--- src/rtl/ps2_keyboard_decoder.sv ---
// PS/2 set-2 keyboard receiver and scan-code to ASCII decoder with Shift/Caps Lock tracking.
// One valid pulse per printable make code (auto-repeats included); frame_err pulses on bad frames.
module ps2_keyboard_decoder #(
   parameter int unsigned TIMEOUT_CYCLES = 50000
) (
   input  logic       clk_i,
   input  logic       rst_i,
   input  logic       ps2_clk_i,
   input  logic       ps2_data_i,
   output logic [7:0] ascii_key_o,
   output logic [7:0] scancode_o,
   output logic       valid_o,
   output logic       caps_lock_o,
   output logic       frame_err_o
);

   typedef enum logic [1:0] {
      ST_NORMAL  = 2'd0,
      ST_BRK     = 2'd1,
      ST_EXT     = 2'd2,
      ST_EXT_BRK = 2'd3
   } dec_state_e;

   localparam int unsigned TW = $clog2(TIMEOUT_CYCLES + 1);

   logic [2:0]    clk_sync_q, data_sync_q;
   logic [3:0]    count_q, count_d;
   logic [7:0]    sreg_q, sreg_d;
   logic          parity_q, parity_d;
   logic [TW-1:0] timer_q, timer_d;
   dec_state_e    state_q, state_d;
   logic          shift_q, shift_d, caps_q, caps_d, held_q, held_d;
   logic [7:0]    ascii_q, ascii_d, scan_q, scan_d;
   logic          valid_q, valid_d, err_q, err_d;
   logic          fall_s, bit_s, byte_rdy_s;
   logic [7:0]    letter_s, lut_s;
   logic [15:0]   sym_s;

   function automatic logic [7:0] letter_lut(input logic [7:0] code);
      case (code)
         8'h1C: return 8'h61;  8'h32: return 8'h62;  8'h21: return 8'h63;  8'h23: return 8'h64;
         8'h24: return 8'h65;  8'h2B: return 8'h66;  8'h34: return 8'h67;  8'h33: return 8'h68;
         8'h43: return 8'h69;  8'h3B: return 8'h6A;  8'h42: return 8'h6B;  8'h4B: return 8'h6C;
         8'h3A: return 8'h6D;  8'h31: return 8'h6E;  8'h44: return 8'h6F;  8'h4D: return 8'h70;
         8'h15: return 8'h71;  8'h2D: return 8'h72;  8'h1B: return 8'h73;  8'h2C: return 8'h74;
         8'h3C: return 8'h75;  8'h2A: return 8'h76;  8'h1D: return 8'h77;  8'h22: return 8'h78;
         8'h35: return 8'h79;  8'h1A: return 8'h7A;
         default: return 8'h00;
      endcase
   endfunction

   // {unshifted, shifted}; control keys carry the same code in both halves
   function automatic logic [15:0] symbol_lut(input logic [7:0] code);
      case (code)
         8'h16: return 16'h3121;  8'h1E: return 16'h3240;  8'h26: return 16'h3323;
         8'h25: return 16'h3424;  8'h2E: return 16'h3525;  8'h36: return 16'h365E;
         8'h3D: return 16'h3726;  8'h3E: return 16'h382A;  8'h46: return 16'h3928;
         8'h45: return 16'h3029;  8'h4E: return 16'h2D5F;  8'h55: return 16'h3D2B;
         8'h54: return 16'h5B7B;  8'h5B: return 16'h5D7D;  8'h5D: return 16'h5C7C;
         8'h4C: return 16'h3B3A;  8'h52: return 16'h2722;  8'h41: return 16'h2C3C;
         8'h49: return 16'h2E3E;  8'h4A: return 16'h2F3F;  8'h0E: return 16'h607E;
         8'h29: return 16'h2020;  8'h5A: return 16'h0D0D;  8'h66: return 16'h0808;
         8'h0D: return 16'h0909;
         default: return 16'h0000;
      endcase
   endfunction

   assign fall_s   = clk_sync_q[2] & ~clk_sync_q[1];
   assign bit_s    = data_sync_q[1];
   assign letter_s = letter_lut(sreg_q);
   assign sym_s    = symbol_lut(sreg_q);

   // ASCII lookup of the byte held in the shift register
   always_comb begin
      lut_s = 8'h00;
      if (letter_s != 8'h00) begin
         lut_s = (shift_q ^ caps_q) ? (letter_s - 8'h20) : letter_s;
      end else if (shift_q) begin
         lut_s = sym_s[7:0];
      end else begin
         lut_s = sym_s[15:8];
      end
   end

   // Frame receiver: bit counter, shift register, parity/stop check and idle timeout
   always_comb begin
      count_d    = count_q;
      sreg_d     = sreg_q;
      parity_d   = parity_q;
      timer_d    = timer_q;
      err_d      = 1'b0;
      byte_rdy_s = 1'b0;
      if (fall_s) begin
         timer_d = '0;
         case (count_q)
            4'd0: begin
               if (!bit_s) count_d = 4'd1;
               else        count_d = 4'd0;
            end
            4'd9: begin
               parity_d = bit_s;
               count_d  = 4'd10;
            end
            4'd10: begin
               count_d = 4'd0;
               if ((^{sreg_q, parity_q}) && bit_s) byte_rdy_s = 1'b1;
               else                                err_d      = 1'b1;
            end
            default: begin
               sreg_d  = {bit_s, sreg_q[7:1]};
               count_d = count_q + 4'd1;
            end
         endcase
      end else if (count_q != 4'd0) begin
         if (timer_q == TW'(TIMEOUT_CYCLES - 1)) begin
            count_d = 4'd0;
            timer_d = '0;
         end else begin
            timer_d = timer_q + TW'(1);
         end
      end else begin
         timer_d = '0;
      end
   end

   // Prefix FSM, modifier tracking and output selection for each received byte
   always_comb begin
      state_d = state_q;
      shift_d = shift_q;
      caps_d  = caps_q;
      held_d  = held_q;
      ascii_d = ascii_q;
      scan_d  = scan_q;
      valid_d = 1'b0;
      if (byte_rdy_s) begin
         case (state_q)
            ST_NORMAL: begin
               if (sreg_q == 8'hF0) begin
                  state_d = ST_BRK;
               end else if (sreg_q == 8'hE0) begin
                  state_d = ST_EXT;
               end else if (sreg_q == 8'h12 || sreg_q == 8'h59) begin
                  shift_d = 1'b1;
               end else if (sreg_q == 8'h58) begin
                  caps_d = held_q ? caps_q : ~caps_q;
                  held_d = 1'b1;
               end else if (lut_s != 8'h00) begin
                  ascii_d = lut_s;
                  scan_d  = sreg_q;
                  valid_d = 1'b1;
               end else begin
                  state_d = ST_NORMAL;
               end
            end
            ST_BRK: begin
               state_d = ST_NORMAL;
               if (sreg_q == 8'h12 || sreg_q == 8'h59) begin
                  shift_d = 1'b0;
               end else if (sreg_q == 8'h58) begin
                  held_d = 1'b0;
               end else begin
                  held_d = held_q;
               end
            end
            ST_EXT: begin
               if (sreg_q == 8'hF0) state_d = ST_EXT_BRK;
               else                 state_d = ST_NORMAL;
            end
            ST_EXT_BRK: state_d = ST_NORMAL;
            default:    state_d = ST_NORMAL;
         endcase
      end else begin
         state_d = state_q;
      end
   end

   // State and output registers
   always_ff @(posedge clk_i or posedge rst_i) begin
      if (rst_i) begin
         clk_sync_q  <= 3'b111;
         data_sync_q <= 3'b111;
         count_q     <= 4'd0;
         sreg_q      <= 8'h00;
         parity_q    <= 1'b0;
         timer_q     <= '0;
         state_q     <= ST_NORMAL;
         shift_q     <= 1'b0;
         caps_q      <= 1'b0;
         held_q      <= 1'b0;
         ascii_q     <= 8'h00;
         scan_q      <= 8'h00;
         valid_q     <= 1'b0;
         err_q       <= 1'b0;
      end else begin
         clk_sync_q  <= {clk_sync_q[1:0], ps2_clk_i};
         data_sync_q <= {data_sync_q[1:0], ps2_data_i};
         count_q     <= count_d;
         sreg_q      <= sreg_d;
         parity_q    <= parity_d;
         timer_q     <= timer_d;
         state_q     <= state_d;
         shift_q     <= shift_d;
         caps_q      <= caps_d;
         held_q      <= held_d;
         ascii_q     <= ascii_d;
         scan_q      <= scan_d;
         valid_q     <= valid_d;
         err_q       <= err_d;
      end
   end

   assign ascii_key_o = ascii_q;
   assign scancode_o  = scan_q;
   assign valid_o     = valid_q;
   assign caps_lock_o = caps_q;
   assign frame_err_o = err_q;

endmodule
--- config.mk ---
export PLATFORM = sky130hd
export DESIGN_NAME = ps2_keyboard_decoder
export DESIGN_NICKNAME = d
export VERILOG_FILES = /design/src/rtl/ps2_keyboard_decoder.sv
export SDC_FILE = /design/constraint.sdc
export NUM_CORES = 1
export LEC_CHECK = 0
export BUFFER_PORTS_ARGS = -buffer_cell sky130_fd_sc_hd__buf_2
export CAP_MARGIN = 20
export CORE_ASPECT_RATIO = 1.25
export CORE_MARGIN = 2
export CORE_UTILIZATION = 58
export CTS_BUF_LIST = sky130_fd_sc_hd__clkbuf_8
export CTS_CLUSTER_SIZE = 30
export DETAILED_ROUTE_END_ITERATION = 8
export PLACE_DENSITY = 0.83
export REMOVE_ABC_BUFFERS = 1
export SLEW_MARGIN = 5
export SYNTH_ARGS = -nofsm -noshare
export SYNTH_HDL_FRONTEND = slang
export SYNTH_SLANG_ARGS = --single-unit
--- constraint.sdc ---
create_clock -name clk_i -period 3.1 [get_ports clk_i]
set_clock_uncertainty 0.15 [all_clocks]
set_input_delay 0 -clock clk_i [delete_from_list [all_inputs] [get_ports clk_i]]
set_output_delay 0 -clock clk_i [all_outputs]
set_load 0.01 [all_outputs]
### Word level (Yosys, flattened, before mapping)

Memory sizes are Yosys's and may differ from the RTL's.
Cells that the tools add are included.

* ROM bits: 896
* output and inout bits: 19
* flip-flop bits (word level): 57
* word-level logic and storage cells: 141
* memories kept: 1

Memory list
* (no name shown): depth 128, bits a word 7, rd ports 1, clocked after Yosys merged registers in 0, write ports 0, RTL line 40 `case (code)`

* muxes and demuxes: 45
* reduce and logical (&&, ||, !) cells: 21
* $add $sub $neg: 3
* bitwise gates (word level): 10
* eq/ne operators: 47

Operators with widths (count)
* case mux 15 bit (25 select lines): 1
* equality test 8 x 7 -> 1 bit (second input constant): 16
* equality test 8 x 6 -> 1 bit (second input constant): 7
* two-way mux 16 bit: 3
* two-way mux 8 bit: 4
* equality test 8 x 5 -> 1 bit (second input constant): 3
* two-way mux 1 bit: 24
* adder 16 x 1 -> 16 bit (second input constant): 1
* equality test 16 bit (second input constant): 1
* equality test 8 x 4 -> 1 bit (second input constant): 2
* equality test 8 bit (second input constant): 2
* inequality test 2 bit (second input constant): 8
* nonzero test 8 bit: 2
* AND reduction 7 bit: 2
* two-way mux 2 bit: 6
* two-way mux 4 bit: 3
* inequality test 4 bit (second input constant): 3
* case mux 4 bit (3 select lines): 1
* parity 9 bit: 1
* equality test 4 bit (second input constant): 2
* inverter 1 bit: 8
* AND reduction 8 bit: 1
* subtractor 8 x 6 -> 8 bit (second input constant): 1
* case mux 2 bit (3 select lines): 1
* other kinds (17): 23

### Depth between registers and ports, before layout

An unclocked memory read counts as a cell.

* word-level depth: 13
* gate-level depth with buffers: 14

### Worst setup path before layout

Ideal clock, no wire load.

* path kind: reg-to-reg
* from: register sreg_q[1]
* to: register ascii_q[2], in the netlist ascii_key_o[2]
* arrival: 3.014 ns
* path slack: -0.189 ns
* library setup time: 0.125 ns
* buffers on the path: 3
* stages on the path, launching flop included: 15
* cell sequence: dfrtp_1 > inv_1 > ha_1 > clkbuf_1 > nand2_1 > a21oi_1 > o21ai_0 > o32a_1 > ha_1 > nand2_1 > nor3_1 > o31a_1 > buf_6 > buf_12 > mux2_4

* longest elaborated chain between the ends: 7

RTL lines
* from (decl): RTL line 28 `logic [7:0] sreg_q, sreg_d;`
* from (signal assigned): RTL line 198 `sreg_q <= sreg_d;`
* memory read (128 x 7 bit)
* two-way mux 8 bit: RTL line 40
* subtractor 8 x 6 -> 8 bit: RTL line 77 `lut_s = (shift_q ^ caps_q) ? (letter_s - 8'h20) : letter_s;`
* two-way mux 8 bit: RTL line 77
* two-way mux 8 bit: RTL line 76 `if (letter_s != 8'h00) begin`
* nonzero test 8 bit: RTL line 147 `end else if (lut_s != 8'h00) begin`
* AND reduction 7 bit (no source line)
* to (signal assigned): RTL line 205 `ascii_q <= ascii_d;`
* to (decl): RTL line 33 `logic [7:0] ascii_q, ascii_d, scan_q, scan_d;`

Parallel ways exist; a longest one is shown, timed or not.
A chain may end at the register's enable or synchronous reset.

### Worst setup path after layout

* from: register sreg_q[0]
* to: register scan_q[0], in the netlist scancode_o[0]

* longest elaborated chain between the ends: 7

RTL lines
* memory read (128 x 7 bit)
* two-way mux 8 bit: RTL line 40
* subtractor 8 x 6 -> 8 bit: RTL line 77
* two-way mux 8 bit: RTL line 77
* two-way mux 8 bit: RTL line 76
* nonzero test 8 bit: RTL line 147
* AND reduction 7 bit (no source line)
* to (signal assigned): RTL line 206 `scan_q <= scan_d;`
* to (decl): RTL line 33

Parallel ways exist; a longest one is shown, timed or not.

==> flow_metrics.env <==
export IMPL_viasPerCell=7.00
export IMPL_commonest_cells_in_the_netlist="dfrtp_1 (52), nor2_1 (37), o21ai_0 (35)"
export IMPL_globalRoute_totalOverflow=0
export IMPL_cts_clk_slew_worst_paths_ns=0.07
export IMPL_ctsLongestPathBuffers=2
export IMPL_synthXorXnorAreaFrac_pct=5.87
export IMPL_yosysTopAreaCell="dfrtp_1"
export IMPL_yosys_cell_count_top_type="dfrtp_1"
export IMPL_antenna_cells=0
export IMPL_grt_max_degree=58
export IMPL_worstRegToRegCells=12
export IMPL_area_growth_syn_to_fin_pct=37.4
export IMPL_final_nets=608
export IMPL_io_pins=23
export IMPL_dp_cells=648
export IMPL_drc_errors=0
export IMPL_post_dp_hpwl_mm=10.3
export IMPL_clock_sink_count=57
export IMPL_die_area_um2=7870
export IMPL_synth_compound_area_share_pct=17.6
export IMPL_post_place_ws_ns=-0.560
export IMPL_power_density_nw_per_um2=948
export IMPL_endpoint_kind="flip-flop"
export IMPL_rows=34
export IMPL_vdd_ir_drop_worst_uv=843
export IMPL_postSynthCellCount=459
export IMPL_layout_min_cycle_time_ns=3.53
export IMPL_drv_slew=0
export IMPL_initial_utilization_pct=59.6
export IMPL_clock_tree_root_cell="clkbuf_8"
export IMPL_async_reset_ff_share_pct=100
export IMPL_worst_r2r_setup_slack_ns=-0.43
export IMPL_setup_ws_ns=-0.429
export IMPL_share_of_cell_area_taken_by_muxes_after_synthesis_pct=8.15
export IMPL_ys_warnings_count=0
export IMPL_design_core_area_um2=6980
export IMPL_final_min_period_over_clock_period_pct=114
export IMPL_data_required_critical_path_ns=3.18
export IMPL_first_pass_grt_wire_length_mm=24.1
export IMPL_ys_top_cells_by_area="dfrtp_1 (31%), ha_1 (4.2%), o21ai_0 (4.2%), mux2_2 (3.5%), nor2_1 (3.3%)"
export IMPL_post_synth_instance_area_um2=4160
export IMPL_synth_top_family_by_area="simple AND/OR/NAND/NOR gates"
export IMPL_routabilityCongestion=0.994
export IMPL_die_h_um=98.7
export IMPL_grt_setup_unrepaired="yes"
export IMPL_timing_worst_setup_path_type="flip-flop to flip-flop"
export IMPL_worstHoldPathType="primary input to async pin"
export IMPL_cts_inserted_buffers=9
export IMPL_route_vias_total=4795
export IMPL_status="finished, violations left"
export IMPL_via_count_of_the_first_global_routing_pass=4580
export IMPL_placement_io_buffers=22
export IMPL_final_instance_count_excl_fill=685
export IMPL_antenna_found_initial=0
export IMPL_reg2reg_from="sreg_q[0]"
export IMPL_postSynth_topFlopCell="dfrtp_1"
export IMPL_detailedRoute_firstIterationViolations=666
export IMPL_multi_input_area_um2=2700
export IMPL_worst_pin_slew_ns=0.635
export IMPL_regToRegEndpoint="scancode_o[0]"
export IMPL_maxCapViolCount=0
export IMPL_post_synth_fa_ha_maj_area_fraction_pct=4.21
export IMPL_synth_edff_count=0
export IMPL_crit_start="sreg_q[0]"
export IMPL_simple_gate_share_of_the_synthesized_area_pct=23.6
export IMPL_clock_insertion_delay_worst_skew_ns=0.36
export IMPL_drive_gt1_share_pct=39.7
export IMPL_crit_path_max_fanout=8
export IMPL_final_wl_mm=17.1
export IMPL_hold_violations=0
export IMPL_crit_end="scancode_o[0]"
export IMPL_setup_viol=17
export IMPL_avgRoutedWirePerCell_um=25.0
export IMPL_ys_ff_latch=57
export IMPL_grt_use_total_pct=40.0
export IMPL_leakagePower_nw=2.69
export IMPL_synthDominantCellAreaShare_pct=31.3
export IMPL_failed_checks="negative setup slack"
export IMPL_cts_htree_levels=3
export IMPL_seq_area_frac_synth_pct=34.4
export IMPL_fp_dieW_um=79.7
export IMPL_timing_critical_path_from_type="flip-flop"
export IMPL_drt_pre_antenna_iters=6
export IMPL_post_synth_cell_area_avg_um2=9.06
export IMPL_final_fill_count=359
export IMPL_final_seq_area_um2=1440
export IMPL_max_slew_margin_rel_pct=57.2
export IMPL_post_synth_num_cell_types=71
export IMPL_cts_tree="yes"
export IMPL_fmax_ghz=0.283
export IMPL_ant_nets=0
export IMPL_critical_path_arrival_ns=3.61
-- worst min-delay path by stage --
stage	cells past startpoint	end	slack, ns	start
final	3	ascii_key_o[1]	0.004	rst_i
after global placement	1	data_sync_q[0]	-0.04	ps2_data_i
after floorplan	0	clk_sync_q[0]	-0.15	ps2_clk_i
after CTS	2	data_sync_q[0]	0.14	ps2_data_i
after global routing	3	scancode_o[4]	0.02	rst_i
after detailed placement	1	data_sync_q[0]	-0.04	ps2_data_i
-- flip-flops by register name, summed over array words and instances (netlist names), 2 cells and up --
name,flops
timer_q,16
count_q,4
data_sync_q,2
scancode_o,8
state_q,2
sreg_q,8
clk_sync_q,3
ascii_key_o,8
-- power breakdown --
group	switching (W)	internal [W]
registers	0.000167	0.000843
logic	0.00194	0.00157
clock network	0.000340	0.000552
total	0.00245	0.00297
-- cell usage in the layout (no fill, tap or decap), types with 9 or more instances in the layout --
master      n
nor3_1     14
nand3_1    16
a31oi_1    10
nand2b_1   10
nand2_1    28
dfrtp_1    50
buf_2      22
buf_4     119
mux2_4     14
xor2_1     11
nor2_1     37
o21ai_0    33
inv_1      12
xnor2_1    14
ha_1        9
a21oi_1    13
clkbuf_8   10
-- cell type report --
class | instances | area share, %
multi-input combinational | 354 | 47.2
sequential | 57 | 25.1
timing repair buffer | 152 | 20.4
clock buffer | 10 | 2.41
tap | 90 | 1.97
clock inverter | 6 | 1.86
inverter | 16 | 1.12
-- logic make-up (layout without fill, tap and decap cells) --
group | after synthesis | count (layout)
fa+ha+maj | 14 | 14
buf+inv | 48 | 184
mux | 27 | 27
compound gates | 113 | 113
simple gates | 173 | 173
flops | 57 | 57
xor+xnor | 27 | 27
-- critical path, stage by stage, from the launching register on --
cell	delay [ns]
dfrtp_1	0.41
buf_4	0.17
ha_4	0.18
buf_4	0.15
and2_2	0.23
o31ai_1	0.41
o22ai_1	0.22
a22oi_2	0.28
and4_1	0.27
nand2b_4	0.14
o31a_1	0.28
clkbuf_16	0.22
mux2_4	0.30
-- what timing repair did --
item / CTS / global route
pin swaps: 7 / 17
gates resized for setup: 20 / 35
buffers inserted: 4 / 12
setup endpoints to repair: 17 / 17
endpoints found under the hold margin: 54 / 0
hold buffers: 3 / 0
gates cloned: 0 / 1
-- metrics by stage --
stage          power [W]  utilization [%]  setup TNS, ns  hold WS (ns)  cell area (um2)
2_1_floorplan    0.00243                -         -18.08        -0.146             3970
3_3_place_gp     0.00373             72.1          -7.17       -0.0427             5030
3_5_place_dp     0.00381             72.1          -8.45       -0.0431             5030
4_1_cts          0.00484             77.7          -1.46         0.138             5420
5_1_grt          0.00556             81.9          -6.41        0.0178             5710
6_report         0.00541             81.9          -6.30       0.00360             5710
-- routing by layer --
metal | up-vias | routed length, um | global-route usage, %
li1 | 1934 | - | -
met3 | 173 | 1760 | 7.97
met1 | 2254 | 5830 | 46.6
met5 | - | 0 | 0
met4 | 0 | 1760 | 24.5
met2 | 434 | 7780 | 67.2
(Power assumes the default switching activity.)
